**src/rtl/pid_egress_sched_pkg.sv**
```systemverilog
// Shared widths, header field offsets, FSM encoding and queue entry layout
// for the egress scheduler.
package pid_sched_pkg;

   localparam int PID_W    = 9;
   localparam int LEN_W    = 8;
   localparam int HDR_W    = 512;
   localparam int LEN_LSB  = 0;
   localparam int PORT_LSB = 8;

   typedef enum logic [0:0] {
      SELECT = 1'b0,
      GAP    = 1'b1
   } state_t;

   typedef struct packed {
      logic [PID_W-1:0] pid;
      logic [LEN_W-1:0] len;
   } entry_t;

   localparam int ENTRY_W = PID_W + LEN_W;

endpackage

```
**src/rtl/pid_egress_sched_if.sv**
```systemverilog
// MMU-facing bundle of the egress scheduler: packet handles in, PID read
// requests and drop notifications out.
interface pid_egress_sched_if
   import pid_sched_pkg::*;
#(
   parameter int NUM_PORTS = 4
);
   localparam int PORT_W = $clog2(NUM_PORTS);

   logic                 in_valid_pid;
   logic [PID_W-1:0]     in_pid;
   logic [HDR_W-1:0]     in_header;
   logic [NUM_PORTS-1:0] in_port_pause;

   logic                 out_valid_pid;
   logic [PID_W-1:0]     out_pid;
   logic [LEN_W-1:0]     out_pid_valid_lenth;
   logic [PORT_W-1:0]    out_port;
   logic                 out_drop;
   logic [PID_W-1:0]     out_drop_pid;
   logic [15:0]          drop_count;

   // MMU / environment side
   modport master (
      output in_valid_pid, in_pid, in_header, in_port_pause,
      input  out_valid_pid, out_pid, out_pid_valid_lenth, out_port,
             out_drop, out_drop_pid, drop_count
   );

   // scheduler side
   modport slave (
      input  in_valid_pid, in_pid, in_header, in_port_pause,
      output out_valid_pid, out_pid, out_pid_valid_lenth, out_port,
             out_drop, out_drop_pid, drop_count
   );

endinterface

```
**src/rtl/pid_egress_sched_queue.sv**
```systemverilog
// Per-port synchronous FIFO with first-word-fall-through read data.
// Push on a full queue and pop on an empty queue are ignored.
module pid_queue #(
   parameter int WIDTH      = 17,
   parameter int DEPTH_BITS = 4
) (
   input  logic                  clk,
   input  logic                  reset,
   input  logic                  push,
   input  logic                  pop,
   input  logic [WIDTH-1:0]      din,
   output logic [WIDTH-1:0]      dout,
   output logic                  empty,
   output logic                  full,
   output logic [DEPTH_BITS:0]   count
);
   localparam int DEPTH = 1 << DEPTH_BITS;

   logic [WIDTH-1:0]      mem [DEPTH];
   logic [DEPTH_BITS-1:0] wr_ptr;
   logic [DEPTH_BITS-1:0] rd_ptr;
   logic                  do_push;
   logic                  do_pop;

   assign empty   = (count == {(DEPTH_BITS+1){1'b0}});
   assign full    = (count == (DEPTH_BITS+1)'(DEPTH));
   assign do_push = push & ~full;
   assign do_pop  = pop & ~empty;
   assign dout    = mem[rd_ptr];

   // storage write; contents need no reset because count gates every read
   always_ff @(posedge clk) begin
      if (do_push) begin
         mem[wr_ptr] <= din;
      end
   end

   // pointers and occupancy; a simultaneous push and pop leaves count unchanged
   always_ff @(posedge clk or posedge reset) begin
      if (reset) begin
         wr_ptr <= {DEPTH_BITS{1'b0}};
         rd_ptr <= {DEPTH_BITS{1'b0}};
         count  <= {(DEPTH_BITS+1){1'b0}};
      end else begin
         if (do_push) begin
            wr_ptr <= wr_ptr + DEPTH_BITS'(1);
         end
         if (do_pop) begin
            rd_ptr <= rd_ptr + DEPTH_BITS'(1);
         end
         case ({do_push, do_pop})
            2'b10:   count <= count + (DEPTH_BITS+1)'(1);
            2'b01:   count <= count - (DEPTH_BITS+1)'(1);
            default: count <= count;
         endcase
      end
   end

endmodule

```
**src/rtl/pid_egress_sched.sv**
```systemverilog
// Egress scheduler: queues MMU packet handles per port, picks a port
// round-robin and issues PID read requests spaced by packet length so the
// MMU read-out of consecutive packets never overlaps.
module pid_egress_sched
   import pid_sched_pkg::*;
#(
   parameter int NUM_PORTS        = 4,
   parameter int QUEUE_DEPTH_BITS = 4
) (
   input  logic                   clk,
   input  logic                   reset,
   pid_egress_sched_if.slave      bus
);
   localparam int PORT_W = $clog2(NUM_PORTS);

   // enqueue decode
   logic [LEN_W-1:0]     in_len;
   logic [PORT_W-1:0]    in_port_sel;
   entry_t               in_entry;
   logic                 drop;
   logic                 push_ok;

   // queue array
   logic [NUM_PORTS-1:0] q_push, q_pop, q_empty, q_full, eligible;
   logic [ENTRY_W-1:0]   q_dout  [NUM_PORTS];
   logic [QUEUE_DEPTH_BITS:0] q_count [NUM_PORTS];
   logic [NUM_PORTS-1:0] count_unused;
   logic                 hdr_unused;

   // arbiter / FSM
   logic [PORT_W-1:0]    last_grant;
   logic [PORT_W-1:0]    grant;
   logic [PORT_W-1:0]    rr_idx;
   logic                 any_eligible;
   entry_t               sel_entry;
   state_t               state, next_state;
   logic [LEN_W-1:0]     gap_cnt, next_gap;
   logic                 issue;

   // registered outputs
   logic                 issue_valid;
   logic [PID_W-1:0]     issue_pid;
   logic [LEN_W-1:0]     issue_len;
   logic [PORT_W-1:0]    issue_port;
   logic                 drop_strobe;
   logic [PID_W-1:0]     drop_pid;
   logic [15:0]          drops;

   assign in_len      = bus.in_header[LEN_LSB +: LEN_W];
   assign in_port_sel = bus.in_header[PORT_LSB +: PORT_W];
   assign in_entry    = '{pid: bus.in_pid, len: in_len};
   // full is judged on pre-pop occupancy, so a full queue drops even when popped now
   assign drop        = bus.in_valid_pid & ((in_len == {LEN_W{1'b0}}) | q_full[in_port_sel]);
   assign push_ok     = bus.in_valid_pid & ~drop;
   assign hdr_unused  = ^{bus.in_header[HDR_W-1:PORT_LSB+PORT_W], count_unused};

   for (genvar g = 0; g < NUM_PORTS; g++) begin : g_port
      assign q_push[g]       = push_ok && (in_port_sel == PORT_W'(g));
      assign q_pop[g]        = issue && (grant == PORT_W'(g));
      assign eligible[g]     = ~q_empty[g] & ~bus.in_port_pause[g];
      assign count_unused[g] = ^q_count[g];

      pid_queue #(
         .WIDTH      (ENTRY_W),
         .DEPTH_BITS (QUEUE_DEPTH_BITS)
      ) u_queue (
         .clk   (clk),
         .reset (reset),
         .push  (q_push[g]),
         .pop   (q_pop[g]),
         .din   (in_entry),
         .dout  (q_dout[g]),
         .empty (q_empty[g]),
         .full  (q_full[g]),
         .count (q_count[g])
      );
   end

   assign sel_entry = entry_t'(q_dout[grant]);

   // round-robin search starting one past the last granted port
   always_comb begin
      any_eligible = 1'b0;
      grant        = {PORT_W{1'b0}};
      rr_idx       = {PORT_W{1'b0}};
      for (int i = 0; i < NUM_PORTS; i++) begin
         rr_idx = last_grant + PORT_W'(1) + PORT_W'(i);
         if (!any_eligible && eligible[rr_idx]) begin
            any_eligible = 1'b1;
            grant        = rr_idx;
         end else begin
            any_eligible = any_eligible;
         end
      end
   end

   // FSM next state: issue in SELECT, then sit out len-1 cycles in GAP
   always_comb begin
      next_state = state;
      next_gap   = gap_cnt;
      issue      = 1'b0;
      case (state)
         SELECT: begin
            if (any_eligible) begin
               issue = 1'b1;
               if (sel_entry.len > LEN_W'(1)) begin
                  next_state = GAP;
                  next_gap   = sel_entry.len - LEN_W'(1);
               end else begin
                  next_state = SELECT;
               end
            end else begin
               next_state = SELECT;
            end
         end
         GAP: begin
            if (gap_cnt <= LEN_W'(1)) begin
               next_state = SELECT;
            end else begin
               next_gap = gap_cnt - LEN_W'(1);
            end
         end
         default: next_state = SELECT;
      endcase
   end

   // FSM state and gap counter registers
   always_ff @(posedge clk or posedge reset) begin
      if (reset) begin
         state   <= SELECT;
         gap_cnt <= {LEN_W{1'b0}};
      end else begin
         state   <= next_state;
         gap_cnt <= next_gap;
      end
   end

   // request, drop and arbiter-pointer registers; fields hold after strobes fall
   always_ff @(posedge clk or posedge reset) begin
      if (reset) begin
         issue_valid <= 1'b0;
         issue_pid   <= {PID_W{1'b0}};
         issue_len   <= {LEN_W{1'b0}};
         issue_port  <= {PORT_W{1'b0}};
         last_grant  <= PORT_W'(NUM_PORTS - 1);
         drop_strobe <= 1'b0;
         drop_pid    <= {PID_W{1'b0}};
         drops       <= 16'd0;
      end else begin
         issue_valid <= issue;
         drop_strobe <= drop;
         if (issue) begin
            issue_pid  <= sel_entry.pid;
            issue_len  <= sel_entry.len;
            issue_port <= grant;
            last_grant <= grant;
         end
         if (drop) begin
            drop_pid <= bus.in_pid;
            if (drops != 16'hFFFF) begin
               drops <= drops + 16'd1;
            end
         end
      end
   end

   assign bus.out_valid_pid       = issue_valid;
   assign bus.out_pid             = issue_pid;
   assign bus.out_pid_valid_lenth = issue_len;
   assign bus.out_port            = issue_port;
   assign bus.out_drop            = drop_strobe;
   assign bus.out_drop_pid        = drop_pid;
   assign bus.drop_count          = drops;

endmodule

```
**src/flat_wrapper.sv**
```systemverilog
// flat-port wrapper written by rule: the top's interface ports become plain ports
module pid_egress_sched_flat import pid_sched_pkg::*;
#(
   parameter int NUM_PORTS        = 4,
   parameter int QUEUE_DEPTH_BITS = 4
)
  (clk, reset, bus_in_valid_pid, bus_in_pid, bus_in_header, bus_in_port_pause, bus_out_valid_pid, bus_out_pid, bus_out_pid_valid_lenth, bus_out_port, bus_out_drop, bus_out_drop_pid, bus_drop_count);
  pid_egress_sched_if #(.NUM_PORTS(NUM_PORTS)) bus_i ();
  input  logic clk;
  input  logic reset;
  input wire logic [$bits(bus_i.in_valid_pid)-1:0] bus_in_valid_pid;
  input wire logic [$bits(bus_i.in_pid)-1:0] bus_in_pid;
  input wire logic [$bits(bus_i.in_header)-1:0] bus_in_header;
  input wire logic [$bits(bus_i.in_port_pause)-1:0] bus_in_port_pause;
  output wire logic [$bits(bus_i.out_valid_pid)-1:0] bus_out_valid_pid;
  output wire logic [$bits(bus_i.out_pid)-1:0] bus_out_pid;
  output wire logic [$bits(bus_i.out_pid_valid_lenth)-1:0] bus_out_pid_valid_lenth;
  output wire logic [$bits(bus_i.out_port)-1:0] bus_out_port;
  output wire logic [$bits(bus_i.out_drop)-1:0] bus_out_drop;
  output wire logic [$bits(bus_i.out_drop_pid)-1:0] bus_out_drop_pid;
  output wire logic [$bits(bus_i.drop_count)-1:0] bus_drop_count;
  assign bus_i.in_valid_pid = bus_in_valid_pid;
  assign bus_i.in_pid = bus_in_pid;
  assign bus_i.in_header = bus_in_header;
  assign bus_i.in_port_pause = bus_in_port_pause;
  assign bus_out_valid_pid = bus_i.out_valid_pid;
  assign bus_out_pid = bus_i.out_pid;
  assign bus_out_pid_valid_lenth = bus_i.out_pid_valid_lenth;
  assign bus_out_port = bus_i.out_port;
  assign bus_out_drop = bus_i.out_drop;
  assign bus_out_drop_pid = bus_i.out_drop_pid;
  assign bus_drop_count = bus_i.drop_count;
  pid_egress_sched #(.NUM_PORTS(NUM_PORTS), .QUEUE_DEPTH_BITS(QUEUE_DEPTH_BITS)) u_core (.clk(clk), .reset(reset), .bus(bus_i));
endmodule
```
**config.mk**
```make
export PLATFORM = sky130hd
export DESIGN_NAME = pid_egress_sched_flat
export DESIGN_NICKNAME = d
export VERILOG_FILES = /design/src/rtl/pid_egress_sched_pkg.sv /design/src/rtl/pid_egress_sched_if.sv /design/src/rtl/pid_egress_sched_queue.sv /design/src/rtl/pid_egress_sched.sv /design/src/flat_wrapper.sv
export SDC_FILE = /design/constraint.sdc
export NUM_CORES = 1
export LEC_CHECK = 0
export CAP_MARGIN = 20
export CORE_MARGIN = 3
export CORE_UTILIZATION = 35
export CTS_BUF_LIST = sky130_fd_sc_hd__clkbuf_2 sky130_fd_sc_hd__clkbuf_4 sky130_fd_sc_hd__clkbuf_8
export DETAILED_ROUTE_END_ITERATION = 16
export PLACE_DENSITY = 0.56
export SLEW_MARGIN = 15
export SYNTH_ARGS = -nofsm -noshare
export SYNTH_HDL_FRONTEND = slang
export SYNTH_SLANG_ARGS = --single-unit
```
**constraint.sdc**
```tcl
create_clock -name clk -period 8.15 [get_ports clk]
set_clock_uncertainty 0.1 [all_clocks]
set_input_delay 1.2225 -clock clk [delete_from_list [all_inputs] [get_ports clk]]
set_output_delay 1.2225 -clock clk [all_outputs]
set_load 0.02 [all_outputs]
```
==> results of run 1 <==
cells in the final DEF (no fill, tap or decap), drive strengths merged, types with 5 or more instances in the layout:
cell           count
edfxtp          1088
clkbuf           261
mux4             259
buf              122
mux2i            111
dfrtp            107
nor2              69
o21ai             64
clkinv            64
nand2             62
clkdlybuf4s50     54
a221oi            54
inv               49
a21oi             44
xnor2             43
ha                41
and2              36
nand3             26
a22oi             26
xor2              21
mux2              21
nor3              19
a21o              14
a211oi            13
nand4             12
clkinvlp           9
nor4               9
nor2b              9
nor3b              9
o22ai              7
diode              6
nand2b             6
a31oi              5
o211ai             5
final timing paths:
check	start	end	slack, ns	cells after the start
min in group asynchronous	reset	u_core.bus.drop_count[0]	0.81	2
setup / recovery	u_core.g_port[2].u_queue.rd_ptr[0]	u_core.gap_cnt[7]	3.07	9
setup reg to reg	u_core.g_port[2].u_queue.rd_ptr[0]	u_core.gap_cnt[7]	3.07	9
hold reg to reg	u_core.bus.out_pid_valid_lenth[2]	u_core.bus.out_pid_valid_lenth[2]	0.38	2
hold / removal	u_core.bus.out_pid_valid_lenth[2]	u_core.bus.out_pid_valid_lenth[2]	0.38	2
max in group asynchronous	reset	u_core.g_port[2].u_queue.rd_ptr[0]	5.91	3
cell type report:
type	instances	area, sq um	area share
clock inverter	81	498.0	0.009115
clock buffer	261	3186	0.05831
timing repair buffer	176	1622	0.02968
antenna	6	15.01	0.0002748
tap	1768	2212	0.04049
inverter	45	171.4	0.003137
multi-input combinational	1018	11510	0.2107
sequential	1197	35420	0.6483
flip-flops by register name (all words and copies together) (netlist names), 8 cells and up:
signal,count
u_core.bus.out_pid,9
u_core.g_port.u_queue.mem,1088
u_core.g_port.u_queue.wr_ptr,16
u_core.bus.out_drop_pid,9
u_core.bus.out_pid_valid_lenth,8
u_core.g_port.u_queue.count,20
u_core.gap_cnt,8
u_core.bus.drop_count,16
u_core.g_port.u_queue.rd_ptr,16
power by group through the flow:
stage | Combinational, W | Clock, W | Sequential, W
after global placement | 0.00433 | 0 | 0.00763
after global routing | 0.00469 | 0.00536 | 0.00759
after detailed placement | 0.00441 | 0 | 0.00766
after CTS | 0.00442 | 0.00509 | 0.00754
final | 0.00436 | 0.00496 | 0.00753
after floorplan | 0.00310 | 0 | 0.00741
metrics by stage:
stage               worst slack (ns)  instances  hold slack, ns
floorplan                      3.857       2375          0.3643
global placement               2.376       4188          0.3645
detailed placement             2.493       4197          0.3790
CTS                            2.999       4539          0.3917
global route                   2.728       4547          0.4095
finish                         3.073       4552          0.3826
cell families (layout without fill, tap and decap cells):
kind of cell / after synthesis / count (layout) / share of synthesized area
flops: 1197 / 1197 / 0.7451
mux: 391 / 391 / 0.1512
simple gates: 268 / 268 / 0.02844
compound gates: 250 / 250 / 0.03676
buf+inv: 160 / 563 / 0.01417
xor+xnor: 64 / 64 / 0.01180
fa+ha+maj: 45 / 45 / 0.01248
other cells: 0 / 6 / 0
critical path, cell delays in order (launching register included):
cell	delay, ns
dfrtp_4	0.78
buf_4	0.81
mux4_2	0.60
a211oi_1	0.44
a21oi_1	0.14
mux2_1	0.44
a221oi_2	0.58
nand4_1	0.23
o22a_2	0.39
a311o_1	0.35
layer usage:
layer | share of wire | wire length [microns]
met2 | 0.47 | 54520
met5 | 0.000061 | 7
met4 | 0.024 | 2745
met3 | 0.060 | 6966
met1 | 0.44 | 50980
==> metrics.md, run 1 <==
| Metric | Value |
|---|---|
| First-pass iteration count of the detailed router | `6` |
| Count leader, synth | `edfxtp_1` |
| Largest net degree at the start of global routing | `between 100 and 150` |
| Synth cell count leaders | `edfxtp_1, mux4_2, mux2i_1` |
| Port bufs | `just over 70` |
| WL/cell | `approximately 25 microns` |
| Yosys cell types | `71` |
| Die width | `roughly 370 microns` |
| Hold violation count in the final report | `0` |
| Status | `complete, no violations` |
| RSZ-0062 raised after global routing | `no` |
| EDFF count, synth | `1088` |
| Syn nets | `2948` |
| Slew Viols, Final | `0` |
| Post-DP HPWL | `67010 microns` |
| Worst min path class | `reg -> reg` |
| Post-synth top area share | `0.6877` |
| Internal | `roughly 0.012 W` |
| Initial antenna violation count | `5` |
| GRT Total Usage | `0.1645` |
| Worst-Skew Late Latency | `0.87 ns` |
| Crit path DAT | `5.72 ns` |
| Final Critical Period | `5.077 ns` |
| Final Cell Area | `54630 sq um` |
| Worst Tran Pin Value | `1.098 ns` |
| Total chip power | `0.01684 W` |
| Die Height | `374.4 microns` |
| Fin crit share | `0.6229` |
| Mapped Avg Cell Area | `20.00 sq um` |
| DRT antenna net count | `0` |
| Setup Buffers After CTS | `0` |
| Vias/cell | `~5.2` |
| CP max FO | `between 40 and 50` |
| Vias in the first global route | `24962` |
| Lkg Pwr | `17.91 nW` |
| GRT overflow | `0` |
| Clk sinks | `1197` |
| Post-cts resize count | `0` |
| Max-cap violations | `0` |
| Inserted Clock Buffers | `188` |
| Hold buffers post-CTS | `0` |
| Layout cells sized above 1 | `0.2678` |
| First-pass GRT wire length | `169200 microns` |
| Placed cell areas | `50820 sq um` |
| DRC Markers | `0` |
| DR vias | `23883` |
| Cell taking the most area after synthesis | `edfxtp_1` |
| Ports | `574` |
| CTS Root Cell | `clkbuf_8` |
| H-tree level count | `4` |
| WS Path Type | `reg -> reg` |
| CTS Buffer Depth | `3` |
| Final core utilization | `0.4073` |
| Final WL | `~120000 microns` |
| Post-Syn Area | `47510 sq um` |
| Setup_tns | `0 ns` |
| M3 GR Usage | `0.03198` |
| Synth Warn # | `0` |
| Sw frac | `0.3050` |
| Filler Cell Count | `11840` |
| Top post-synthesis cells by area | `edfxtp_1, mux4_2, dfrtp_1` |
| Final setup violating endpoints | `0` |
| Synthesized netlist cell count | `2375` |
| Power Dens Cells | `308.2 nW/um^2` |
| Final #Nets | `3199` |
| CORE AREA | `134100 sq um` |
| Worst slew margin | `0.2656` |
| CP Capture Type | `flop` |
| Iter 0 DRT Violations | `2031` |
| Psw | `0.005137 W` |
| CP required | `approximately 8.8 ns` |
| Die area | `roughly 140000 sq um` |
| CTS tree | `done` |
| P&R area growth vs syn | `15.00%` |
| Crit path launch type | `flop` |
| Flop pwr share | `0.447` |
| M1 GR Usage | `0.2296` |
| GRT busiest layer | `met2` |
| Initial core utilization | `0.3542` |
| Clk slew on worst S/H paths | `about 0.060 ns` |
| FMAX | `197.0 MHz` |
| Synth Flop Type | `edfxtp_1` |
| Gp weighted congestion | `about 0.85` |
| Clock share of power | `0.294` |
| Worst vdd ir | `approximately 0.24 mV` |
| Register area share after synthesis | `0.7451` |
| FFs w/ async S/R, synth | `0.09106` |
| GRT met2 Usage | `0.2603` |
| Logic pwr share | `0.259` |
| Rows | `134` |
| Synth Register Bits | `about 1200` |
Note: power is estimated with default switching activity, not from simulation.
==> run 2: changes to the inputs <==
--- a/config.mk
+++ b/config.mk
@@ -10,7 +10,7 @@
 export CORE_UTILIZATION = 35
 export CTS_BUF_LIST = sky130_fd_sc_hd__clkbuf_2 sky130_fd_sc_hd__clkbuf_4 sky130_fd_sc_hd__clkbuf_8
 export DETAILED_ROUTE_END_ITERATION = 16
-export PLACE_DENSITY = 0.56
+export PLACE_DENSITY = 0.58
 export SLEW_MARGIN = 15
 export SYNTH_ARGS = -nofsm -noshare
 export SYNTH_HDL_FRONTEND = slang
==> constraint.sdc (replaced) <==
create_clock -name clk -period 4.22 [get_ports clk]
set_clock_uncertainty 0.1 [all_clocks]
set_input_delay 0.633 -clock clk [delete_from_list [all_inputs] [get_ports clk]]
set_output_delay 0.633 -clock clk [all_outputs]
set_load 0.02 [all_outputs]
==> metrics.md, run 2 (same netlist as run 1, synthesis figures left out) <==
| Metric | Value |
|---|---|
| FMAX | `251.1 MHz (was 197.0 MHz)` |
| Crit path launch type | `flop (unchanged)` |
| Top flop regs | `u_core.g_port.u_queue.mem (1088), u_core.g_port.u_queue.count (20) (unchanged)` |
| WL/cell | `25.05 microns (was 25.31 microns)` |
| Final core utilization | `0.4136 (was 0.4073)` |
| Path depth of the worst reg2reg path | `11 (was 9)` |
| Vias/cell | `5.255 (was 5.247)` |
| Ports | `574 (unchanged)` |
| Post-DP HPWL | `70660 microns (was 67010 microns)` |
| Inserted Clock Buffers | `183 (was 188)` |
| R2R Setup Slk | `0.24 ns (was 3.07 ns)` |
| Max reg flops | `1088 (unchanged)` |
| Vias in the first global route | `25495 (was 24962)` |
| P&R area growth vs syn | `16.77% (was 15.00%)` |
| Launching point of the worst reg2reg path | `u_core.g_port[3].u_queue.count[1] (was u_core.g_port[2].u_queue.rd_ptr[0])` |
| Worst slew margin | `0.3939 (was 0.2656)` |
| CP max FO | `14 (was 45)` |
| Area taken by multi-input logic gates | `11510 sq um (about the same)` |
| Final #Nets | `3287 (was 3199)` |
| Slew Viols, Final | `0 (unchanged)` |
| Initial core utilization | `0.3542 (unchanged)` |
| H-tree level count | `4 (unchanged)` |
| Total area of sequential cells | `35420 sq um (unchanged)` |
| Hold buffers post-CTS | `0 (unchanged)` |
| CP required | `4.86 ns (was 8.79 ns)` |
| Post-cts resize count | `0 (unchanged)` |
| Final setup violating endpoints | `0 (unchanged)` |
| Die Height | `374.4 microns (unchanged)` |
| Layout cells sized above 1 | `0.2964 (was 0.2678)` |
| Fin crit share | `0.9435 (was 0.6229)` |
| Die area | `140200 sq um (unchanged)` |
| GRT Total Usage | `0.1653 (was 0.1645)` |
| Status | `complete, no violations (unchanged)` |
| First-pass GRT wire length | `171200 microns (was 169200 microns)` |
| Clk slew on worst S/H paths | `0.06 ns (about the same)` |
| CTS tree | `done (unchanged)` |
| CP endpoint | `u_core.gap_cnt[7] (unchanged)` |
| CTS Root Cell | `clkbuf_8 (unchanged)` |
| Worst-Skew Late Latency | `0.86 ns (was 0.87 ns)` |
| Die width | `374.4 microns (unchanged)` |
| Clk sinks | `1197 (unchanged)` |
| Worst min path class | `in -> async (was reg -> reg)` |
| RSZ-0062 raised after global routing | `no (unchanged)` |
| DRT antenna net count | `0 (unchanged)` |
| CP Launch Point | `u_core.g_port[3].u_queue.count[1] (was u_core.g_port[2].u_queue.rd_ptr[0])` |
| GRT overflow | `0 (unchanged)` |
| CORE AREA | `134100 sq um (unchanged)` |
| Largest net degree at the start of global routing | `65 (was 101)` |
| Crit path DAT | `4.62 ns (was 5.72 ns)` |
| Gp weighted congestion | `0.8274 (was 0.8469)` |
| Filler Cell Count | `11678 (was 11840)` |
| Initial antenna violation count | `7 (was 5)` |
| Most common cell after layout, fill and taps aside | `edfxtp_1 (unchanged)` |
| Max-cap violations | `0 (unchanged)` |
| Final Critical Period | `3.982 ns (was 5.077 ns)` |
| Final WL | `116200 microns (was 115200 microns)` |
| R2r endpoint | `u_core.gap_cnt[7] (unchanged)` |
| Power Dens Cells | `604.0 nW/um^2 (was 308.2 nW/um^2)` |
| Setup Buffers After CTS | `0 (unchanged)` |
| Worst vdd ir | `0.3199 mV (was 0.2423 mV)` |
| Worst Tran Pin Value | `0.9091 ns (was 1.098 ns)` |
| Lkg Pwr | `18.47 nW (was 17.91 nW)` |
| DR vias | `24390 (was 23883)` |
| CTS Buffer Depth | `3 (unchanged)` |
| Hold violation count in the final report | `0 (unchanged)` |
| CP Capture Type | `flop (unchanged)` |
| Top reg by flops | `u_core.g_port.u_queue.mem (unchanged)` |
| First-pass iteration count of the detailed router | `5 (was 6)` |
| DRC Markers | `0 (unchanged)` |
| Port bufs | `71 (unchanged)` |
| Total chip power | `0.03351 W (was 0.01684 W)` |
| WS Path Type | `reg -> reg (unchanged)` |
| Iter 0 DRT Violations | `2362 (was 2031)` |
| Rows | `134 (unchanged)` |
| Most frequent cells in the layout | `edfxtp_1, mux4_2, clkbuf_8 (unchanged)` |
==> run 2: cell types whose count changed in the layout (fill, tap and decap cells not counted), moves of 3 or more <==
cell	before	now
buf_4	88	189
clkinv_1	46	32
buf_8	10	0
buf_12	1	10
bufinv_16	4	11
buf_16	6	0
nor2_1	69	63
nor2_2	0	6
clkinv_8	0	3
==> run 2: worst min-delay path by stage <==
| stage | startpoint | endpoint |
|---|---|---|
| after floorplan | u_core.gap_cnt[6] | u_core.gap_cnt[6] |
| after global placement | u_core.bus.out_pid_valid_lenth[5] | u_core.bus.out_pid_valid_lenth[5] |
| after detailed placement | u_core.bus.out_port[1] | u_core.bus.out_port[1] |
| after CTS | reset | u_core.g_port[0].u_queue.rd_ptr[3] |
| after global routing | reset | u_core.gap_cnt[6] |
| final | reset | u_core.gap_cnt[6] |
==> run 2: per-layer routing <==
layer | track usage | vias up | wire (microns)
met3 | 0.03069 | 182 | 7617
li1 | - | 10441 | -
met2 | 0.2678 | 858 | 56030
met1 | 0.2272 | 12905 | 49780
met4 | 0.05128 | 4 | 2785
met5 | 0 | - | 23
==> run 2: where the power goes <==
part	switching (W)	internal [W]	total, W
logic	0.00464	0.00433	0.00897
registers	0.000887	0.0136	0.0145
clock network	0.00447	0.00559	0.0101
==> run 2: through the flow <==
step	setup WS, ns	hold WS, ns	instance area, sq um	cells	TNS, ns
finish	0.2383	0.1211	55480	4641	0
global route	0.006251	0.1159	55470	4637	0
CTS	0.2209	0.06308	55460	4636	0
detailed placement	-0.01727	0.3741	51560	4297	-0.02854
global placement	0.03275	0.3615	51560	4297	0
floorplan	0.4120	0.3643	47510	2375	0
==> run 2: final cells by class <==
cell class,count,share of cell area
diodes,5,0.0002255
clock buffers,262,0.05767
clock inverters,77,0.01274
inverters,45,0.003090
multi-input cells,1018,0.2075
flip-flops and latches,1197,0.6385
well taps,1768,0.03987
repair buffers,269,0.04037
==> run 2: worst max-delay path, stage by stage, from the launching register on <==
cell and delay [ns]:
dfrtp_1 0.45, nor4_1 0.38, a21oi_1 0.19, a22o_1 0.27, or3_4 0.49, buf_4 0.21
mux2_1 0.43, a221oi_2 0.29, buf_4 0.19, nand4_1 0.13, o22a_2 0.35, a311o_1 0.35
